$ cat config.mk
export PLATFORM = sky130hd
export DESIGN_NAME = flash16_wb_ctrl
export DESIGN_NICKNAME = d
export VERILOG_FILES = /design/src/rtl/flash16_wb_ctrl.sv
export SDC_FILE = /design/constraint.sdc
export NUM_CORES = 1
export LEC_CHECK = 0
export ABC_CLOCK_PERIOD_IN_PS = 5500
export BUFFER_PORTS_ARGS = -buffer_cell sky130_fd_sc_hd__buf_2
export CAP_MARGIN = 15
export CORE_ASPECT_RATIO = 0.5
export CORE_UTILIZATION = 48
export DETAILED_ROUTE_END_ITERATION = 10
export GPL_ROUTABILITY_DRIVEN = 1
export GPL_TIMING_DRIVEN = 0
export PLACE_DENSITY = 0.82
export SLEW_MARGIN = 40
export SYNTH_ARGS = -nofsm -noshare
export SYNTH_HDL_FRONTEND = slang
export SYNTH_SLANG_ARGS = --single-unit
$ cat constraint.sdc
create_clock -name sys_clk -period 5.5 [get_ports sys_clk]
set_clock_uncertainty 0.2 [all_clocks]
set_input_delay 0 -clock sys_clk [delete_from_list [all_inputs] [get_ports sys_clk]]
set_output_delay 0 -clock sys_clk [all_outputs]
set_load 0.02 [all_outputs]
$ cat src/rtl/flash16_wb_ctrl.sv
// Wishbone slave for a 16-bit parallel NOR flash: every 32-bit access is two 16-bit halves.
// Define FLASH16_WRITE_EN to enable 16-bit programming writes; otherwise writes ack with no flash activity.
module flash16_wb_ctrl #(
    parameter int ADR_WIDTH = 24,
    parameter int RD_TIMING = 12,
    parameter int WR_TIMING = 15
) (
    input  logic                 sys_clk,
    input  logic                 sys_rst,
    input  logic [ADR_WIDTH-1:0] wb_adr_i,
    input  logic [31:0]          wb_dat_i,
    input  logic [3:0]           wb_sel_i,
    input  logic                 wb_we_i,
    input  logic                 wb_stb_i,
    input  logic                 wb_cyc_i,
    output logic [31:0]          wb_dat_o,
    output logic                 wb_ack_o,
    output logic [ADR_WIDTH-1:0] flash_adr,
    input  logic [15:0]          flash_d_i,
    output logic [15:0]          flash_d_o,
    output logic                 flash_d_oe,
    output logic                 flash_ce_n,
    output logic                 flash_oe_n,
    output logic                 flash_we_n
);

    localparam logic [3:0] RD_LOAD = 4'(RD_TIMING - 1);
    localparam logic [3:0] WR_LOAD = 4'(WR_TIMING - 1);

`ifdef FLASH16_WRITE_EN
    typedef enum logic [2:0] {IDLE, RD_HI, RD_LO, ACK, WR_SETUP, WR_PULSE, WR_HOLD} state_t;
`else
    typedef enum logic [1:0] {IDLE, RD_HI, RD_LO, ACK} state_t;
`endif

    state_t                 state_q, state_d;
    logic [3:0]             cnt_q, cnt_d;
    logic [ADR_WIDTH-1:0]   adr_q, adr_d;
    logic [31:0]            dat_q, dat_d;
    logic                   ack_q, ack_d;
    logic                   ce_n_q, ce_n_d;
    logic                   oe_n_q, oe_n_d;
    logic                   req;
    logic                   busy;
    logic [ADR_WIDTH-1:0]   word_adr;

`ifdef FLASH16_WRITE_EN
    logic [15:0]            d_o_q, d_o_d;
    logic                   d_oe_q, d_oe_d;
    logic                   we_n_q, we_n_d;
    logic [15:0]            lo_dat_q, lo_dat_d;
    logic                   lo_pend_q, lo_pend_d;
    logic                   unused_ok;

    assign unused_ok = ^wb_adr_i[1:0];
`else
    logic                   unused_ok;

    assign unused_ok = ^{wb_dat_i, wb_sel_i, wb_adr_i[1:0], WR_LOAD};
`endif

    assign req      = wb_cyc_i & wb_stb_i & ~ack_q;
    assign word_adr = {wb_adr_i[ADR_WIDTH-1:2], 2'b00};

    always_comb begin
        busy = (state_q == RD_HI) || (state_q == RD_LO);
`ifdef FLASH16_WRITE_EN
        busy = busy || (state_q == WR_SETUP) || (state_q == WR_PULSE) || (state_q == WR_HOLD);
`endif
    end

    always_comb begin
        state_d = state_q;
        cnt_d   = cnt_q;
        adr_d   = adr_q;
        dat_d   = dat_q;
        ack_d   = 1'b0;
        ce_n_d  = ce_n_q;
        oe_n_d  = oe_n_q;
`ifdef FLASH16_WRITE_EN
        d_o_d     = d_o_q;
        d_oe_d    = d_oe_q;
        we_n_d    = we_n_q;
        lo_dat_d  = lo_dat_q;
        lo_pend_d = lo_pend_q;
`endif

        // Losing the cycle mid-transfer releases the pads at once; partial read data is kept.
        if (busy && !wb_cyc_i) begin
            state_d = IDLE;
            cnt_d   = 4'd0;
            ce_n_d  = 1'b1;
            oe_n_d  = 1'b1;
`ifdef FLASH16_WRITE_EN
            we_n_d    = 1'b1;
            d_oe_d    = 1'b0;
            lo_pend_d = 1'b0;
`endif
        end else begin
            case (state_q)
                IDLE: begin
                    if (req) begin
                        if (!wb_we_i) begin
                            state_d = RD_HI;
                            cnt_d   = RD_LOAD;
                            adr_d   = word_adr;
                            ce_n_d  = 1'b0;
                            oe_n_d  = 1'b0;
                        end else begin
`ifdef FLASH16_WRITE_EN
                            if (wb_sel_i[3:2] == 2'b11) begin
                                state_d   = WR_SETUP;
                                adr_d     = word_adr;
                                d_o_d     = wb_dat_i[31:16];
                                d_oe_d    = 1'b1;
                                ce_n_d    = 1'b0;
                                lo_dat_d  = wb_dat_i[15:0];
                                lo_pend_d = (wb_sel_i[1:0] == 2'b11);
                            end else if (wb_sel_i[1:0] == 2'b11) begin
                                state_d   = WR_SETUP;
                                adr_d     = {wb_adr_i[ADR_WIDTH-1:2], 2'b10};
                                d_o_d     = wb_dat_i[15:0];
                                d_oe_d    = 1'b1;
                                ce_n_d    = 1'b0;
                                lo_pend_d = 1'b0;
                            end else begin
                                state_d = ACK;
                                ack_d   = 1'b1;
                            end
`else
                            state_d = ACK;
                            ack_d   = 1'b1;
`endif
                        end
                    end
                end
                RD_HI: begin
                    if (cnt_q == 4'd0) begin
                        dat_d[31:16] = flash_d_i;
                        adr_d[1]     = 1'b1;
                        state_d      = RD_LO;
                        cnt_d        = RD_LOAD;
                    end else begin
                        cnt_d = cnt_q - 4'd1;
                    end
                end
                RD_LO: begin
                    if (cnt_q == 4'd0) begin
                        dat_d[15:0] = flash_d_i;
                        ce_n_d      = 1'b1;
                        oe_n_d      = 1'b1;
                        state_d     = ACK;
                        ack_d       = 1'b1;
                    end else begin
                        cnt_d = cnt_q - 4'd1;
                    end
                end
                ACK: begin
                    state_d = IDLE;
                end
`ifdef FLASH16_WRITE_EN
                WR_SETUP: begin
                    state_d = WR_PULSE;
                    cnt_d   = WR_LOAD;
                    we_n_d  = 1'b0;
                end
                WR_PULSE: begin
                    if (cnt_q == 4'd0) begin
                        state_d = WR_HOLD;
                        we_n_d  = 1'b1;
                    end else begin
                        cnt_d = cnt_q - 4'd1;
                    end
                end
                // Hold keeps address and data on the pads one cycle past the rising we_n edge.
                WR_HOLD: begin
                    if (lo_pend_q) begin
                        state_d   = WR_SETUP;
                        adr_d[1]  = 1'b1;
                        d_o_d     = lo_dat_q;
                        lo_pend_d = 1'b0;
                    end else begin
                        state_d = ACK;
                        ack_d   = 1'b1;
                        d_oe_d  = 1'b0;
                        ce_n_d  = 1'b1;
                    end
                end
`endif
                default: begin
                    state_d = IDLE;
                end
            endcase
        end
    end

    always_ff @(posedge sys_clk or posedge sys_rst) begin
        if (sys_rst) begin
            state_q <= IDLE;
            cnt_q   <= 4'd0;
            adr_q   <= '0;
            dat_q   <= 32'd0;
            ack_q   <= 1'b0;
            ce_n_q  <= 1'b1;
            oe_n_q  <= 1'b1;
        end else begin
            state_q <= state_d;
            cnt_q   <= cnt_d;
            adr_q   <= adr_d;
            dat_q   <= dat_d;
            ack_q   <= ack_d;
            ce_n_q  <= ce_n_d;
            oe_n_q  <= oe_n_d;
        end
    end

`ifdef FLASH16_WRITE_EN
    always_ff @(posedge sys_clk or posedge sys_rst) begin
        if (sys_rst) begin
            d_o_q     <= 16'd0;
            d_oe_q    <= 1'b0;
            we_n_q    <= 1'b1;
            lo_dat_q  <= 16'd0;
            lo_pend_q <= 1'b0;
        end else begin
            d_o_q     <= d_o_d;
            d_oe_q    <= d_oe_d;
            we_n_q    <= we_n_d;
            lo_dat_q  <= lo_dat_d;
            lo_pend_q <= lo_pend_d;
        end
    end

    assign flash_d_o  = d_o_q;
    assign flash_d_oe = d_oe_q;
    assign flash_we_n = we_n_q;
`else
    assign flash_d_o  = 16'd0;
    assign flash_d_oe = 1'b0;
    assign flash_we_n = 1'b1;
`endif

    assign wb_dat_o   = dat_q;
    assign wb_ack_o   = ack_q;
    assign flash_adr  = adr_q;
    assign flash_ce_n = ce_n_q;
    assign flash_oe_n = oe_n_q;

endmodule

==> results_tabular.tex <==
\begin{tabular}{lr}
\hline
Metric & Value \\
\hline
\multicolumn{2}{l}{\textbf{CTS}} \\
\quad Insertion delay of the later-clocked pin in the worst-skew pair & between 300 and 400 ps \\
\quad Maximum root-to-sink buffer count & 2 \\
\quad CTS H-tree lvls & 3 \\
\quad Quantity of hold-fixing buffers added after cts & 43 \\
\quad CTS resizes & 0 \\
\quad Post-CTS Repair Setup Buffers & 0 \\
\quad Root cell of the clock tree & clkbuf\_16 \\
\quad Post-CTS clock slew at the launch and capture registers of the worst setup and hold paths & 60 ps \\
\quad TritonCTS buffer count & 9 \\
\quad Clock sink count & 63 \\
\quad Clock tree from TritonCTS & done \\
\multicolumn{2}{l}{\textbf{Finish}} \\
\quad Fin area & around 4300 µm² \\
\quad Number of antenna diodes & 0 \\
\quad FF+latch area & around 1600 µm² \\
\quad FILL cells & $\sim$320 \\
\quad Footprint of the multi-input gates & between 1000 and 1500 µm² \\
\quad Number of nets in the layout & between 400 and 500 \\
\quad Fraction of layout instances using a drive strength above 1 & 54.92\% \\
\quad Area Overhead vs Synth & 49.94\% \\
\multicolumn{2}{l}{\textbf{Route}} \\
\quad Vias per Instance & a little over 5 \\
\quad Initial DRC count & 78 \\
\quad Count of vias placed by the detailed router & around 2,400 \\
\quad Per-cell routed wire length & 17.08 µm \\
\quad Total detailed-routing wirelength & slightly below 8000 µm \\
\quad Post-route ant nets & 0 \\
\quad Count of unresolved DRC violations after routing & 3 \\
\quad Number of optimization iterations in the first detailed-route pass & 8 \\
\multicolumn{2}{l}{\textbf{Worst setup path}} \\
\quad Arr. time, crit path & 2510 ps \\
\quad Setup Crit Path Kind & reg -> reg \\
\quad Cell count of the worst reg-to-reg path & 9 \\
\quad FF-to-FF Start & state\_q[0] \\
\quad Setup crit end kind & flop \\
\quad Cell breakdown of the critical path & inv\_1 -> ha\_1 -> nand2b\_1 -> buf\_4 -> nand3\_2 -> buf\_6 -> buf\_8 -> o31ai\_1 -> dlygate4sd3\_1 \\
\quad Cell family contributing the most delay on the critical path & buffers and inverters \\
\quad Master of the slowest instance on the critical path & dlygate4sd3\_1 \\
\quad Critical Path Max Stage Delay & around 560 ps \\
\quad R2R Setup Slk & 3010 ps \\
\quad Startpoint type of the worst setup path & flop \\
\quad Endpoint required time on the critical path & 5510 ps \\
\quad End of the worst register-to-register path & wb\_ack\_o \\
\quad CP max FO & 10 \\
\quad WP buf/inv & 5 \\
\multicolumn{2}{l}{\textbf{Placement}} \\
\quad Routability congestion estimate & 0.7106 \\
\quad Setup Slack @ Placement & 3302 ps \\
\quad Port bufs & between 90 and 100 \\
\quad Post-DP Area & 3570 µm² \\
\quad Hpwl dp & between 4000 and 5000 µm \\
\multicolumn{2}{l}{\textbf{Timing}} \\
\quad Setup ws final & 3008 ps \\
\quad Minimum clock period & about 2500 ps \\
\quad RSZ-0062 raised after global routing & no \\
\quad Setup\_tns & 0 ps \\
\quad Number of failing setup endpoints in the final timing report & 0 \\
\quad Slew Viols, Final & 0 \\
\quad Slew at the pin closest to its max-slew limit & roughly 490 ps \\
\quad Fmax & 401.3 MHz \\
\quad Share of the clock period used by the worst path after layout & between 40\% and 50\% \\
\quad Number of hold violations in the final report & 0 \\
\quad Max\_slew headroom & 67.08\% \\
\multicolumn{2}{l}{\textbf{Global routing}} \\
\quad Total track usage & roughly a quarter \\
\quad Number of antenna violations at the first check in global routing & 0 \\
\quad Maximum number of pins on one net before global-route repair & 40 \\
\quad Grt ovf & 0 \\
\quad Global-route wire length before repair & $\sim$13,000 µm \\
\quad Number of global-route vias before repair & between 2,000 and 3,000 \\
\multicolumn{2}{l}{\textbf{Synth}} \\
\quad Portion of the post-synthesis area used by sequential elements & a little over half \\
\quad Count of state elements after synthesis & between 60 and 70 \\
\quad Cell Area, Synth & around 2900 µm² \\
\quad Average cell area after synthesis & roughly 14 µm² \\
\quad Number of instances in the synthesized netlist & 210 \\
\quad Number of warnings reported in the yosys synthesis log & 0 \\
\quad Count of different cell masters after synthesis & 39 \\
\multicolumn{2}{l}{\textbf{Floorplan}} \\
\quad Starting utilization of the core area & 51.19\% \\
\quad Row count & 19 \\
\quad Number of placed I/O pins & 158 \\
\quad Core outline area & 5658 µm² \\
\quad DIE WIDTH & 111.9 µm \\
\quad Die outline area & 6368 µm² \\
\quad DIE HEIGHT & approximately 57 µm \\
\multicolumn{2}{l}{\textbf{Worst hold path}} \\
\quad Class of the worst hold path & in -> reg \\
\quad Hold depth & 5 \\
\quad Sink of the worst hold path & state\_q[1] \\
\quad Hold wc startpoint & wb\_stb\_i \\
\multicolumn{2}{l}{\textbf{Status}} \\
\quad Result of the run & complete, but fails checks \\
\quad Failing checks & DRC \\
\multicolumn{2}{l}{\textbf{Job}} \\
\quad MaxCap Viol Count & 0 \\
\multicolumn{2}{l}{\textbf{Power and ir drop}} \\
\quad Power per Cell Area & between 600 and 700 nW/µm² \\
\quad Leakage power of the design & roughly 2.2 nW \\
\quad Worst VDD drop & 0.0003656 V \\
\quad Final Total Pwr & $\sim$2.7 mW \\
\hline
\end{tabular}
==> placed cells by master, fill, tap and decap left out, drive strengths merged, types with 2 or more instances in the layout <==
cell	instances
a211oi	2
a21oi	6
a31o	2
a31oi	2
buf	129
bufinv	2
clkbuf	12
conb	19
dfrtp	62
dlygate4sd3	43
ha	7
inv	6
mux2	55
nand2	5
nand3	4
nor2	4
o21ai	2
o31ai	3
or3	2
==> registers in the layout (all words and copies together) (netlist names) <==
signal and flops:
cnt_q 4, flash_adr 23, flash_oe_n 1, state_q 2, wb_ack_o 1, wb_dat_o 32
==> synthesized netlist by cell type (all sizes together) <==
master	n	share of area [%]
dfstp	1	0.91
or2	1	0.22
a31oi	2	0.95
ha	7	3.0
and4bb	1	0.43
nand3	4	1.2
inv	6	0.78
or3b	1	0.30
a32o	1	0.35
a31o	2	0.60
dfrtp	62	54
nand4bb	1	0.39
conb	2	0.26
nand2b	1	0.22
o211ai	1	0.26
nor3b	1	0.65
and2b	1	0.26
mux2	55	21
a22o	1	0.30
a2bb2oi	1	0.30
or3	2	0.43
o21ai	2	0.35
a211oi	2	0.52
nand2	5	0.65
nand3b	1	0.26
mux2i	1	0.35
buf	29	7.9
a21oi	6	1.0
nor4b	1	0.30
and2	1	0.26
nor2	4	0.52
o31ai	3	0.78
a21boi	1	0.26
==> kinds of logic (layout without fill, tap and decap cells) <==
logic type	count (synthesis)	after routing	share of synthesized area, %
buffers and inverters	35	194	8.725
other	2	19	0.2593
AO/OA/AOI/OAI	22	22	5.702
AND/OR/NAND/NOR	25	25	6.091
flip-flops	63	63	54.47
adder cells (fa/ha/maj)	7	7	3.024
multiplexers	56	56	21.73
==> layer usage <==
layer / global-route usage [%] / share of wire [%] / vias up
li1: - / - / 1043
met1: 27.64 / 36 / 1173
met2: 47.20 / 52 / 128
met3: 8.820 / 6.8 / 42
met4: 16.99 / 5.2 / 0
met5: 0 / 0 / -
==> layout make-up <==
class	count	share of cell area [%]
inverter	6	0.5762
buffer	29	5.301
multi-input combinational	129	26.02
timing repair buffer	143	21.78
tap	73	2.103
clock inverter	4	1.757
clock buffer	12	6.137
sequential	63	36.33
==> stage by stage <==
step,util (%),cells,hold WS (ps)
2_1_floorplan,-,227,-68.32
3_3_place_gp,62.69,399,11.61
3_5_place_dp,63.09,400,-205.9
4_1_cts,76.76,459,20.15
5_1_grt,76.76,459,83.64
6_report,76.76,459,20.49
==> how the worst max path moves through the flow <==
stage | startpoint | endpoint | slack (ps) | depth (start not counted)
after floorplan | state_q[0] | cnt_q[1] | 3490 | 7
after global placement | sys_rst | wb_dat_o[14] | 3140 | 2
after detailed placement | state_q[0] | cnt_q[1] | 3300 | 7
after CTS | state_q[0] | wb_ack_o | 3020 | 9
after global routing | state_q[0] | wb_ack_o | 2930 | 9
final | state_q[0] | wb_ack_o | 3010 | 9
==> tightest hold or removal path, stage by stage <==
cell       delay, ps
buf_2            120
nand3b_1         110
a2bb2oi_1        120
nor2_1            90
a211oi_1          50
==> power breakdown <==
group / internal [mW] / switching (mW)
Sequential: 0.693 / 0.138
Clock: 0.434 / 0.209
Combinational: 0.504 / 0.674
Total: 1.63 / 1.02
Note: power is estimated with default switching activity, not from simulation.
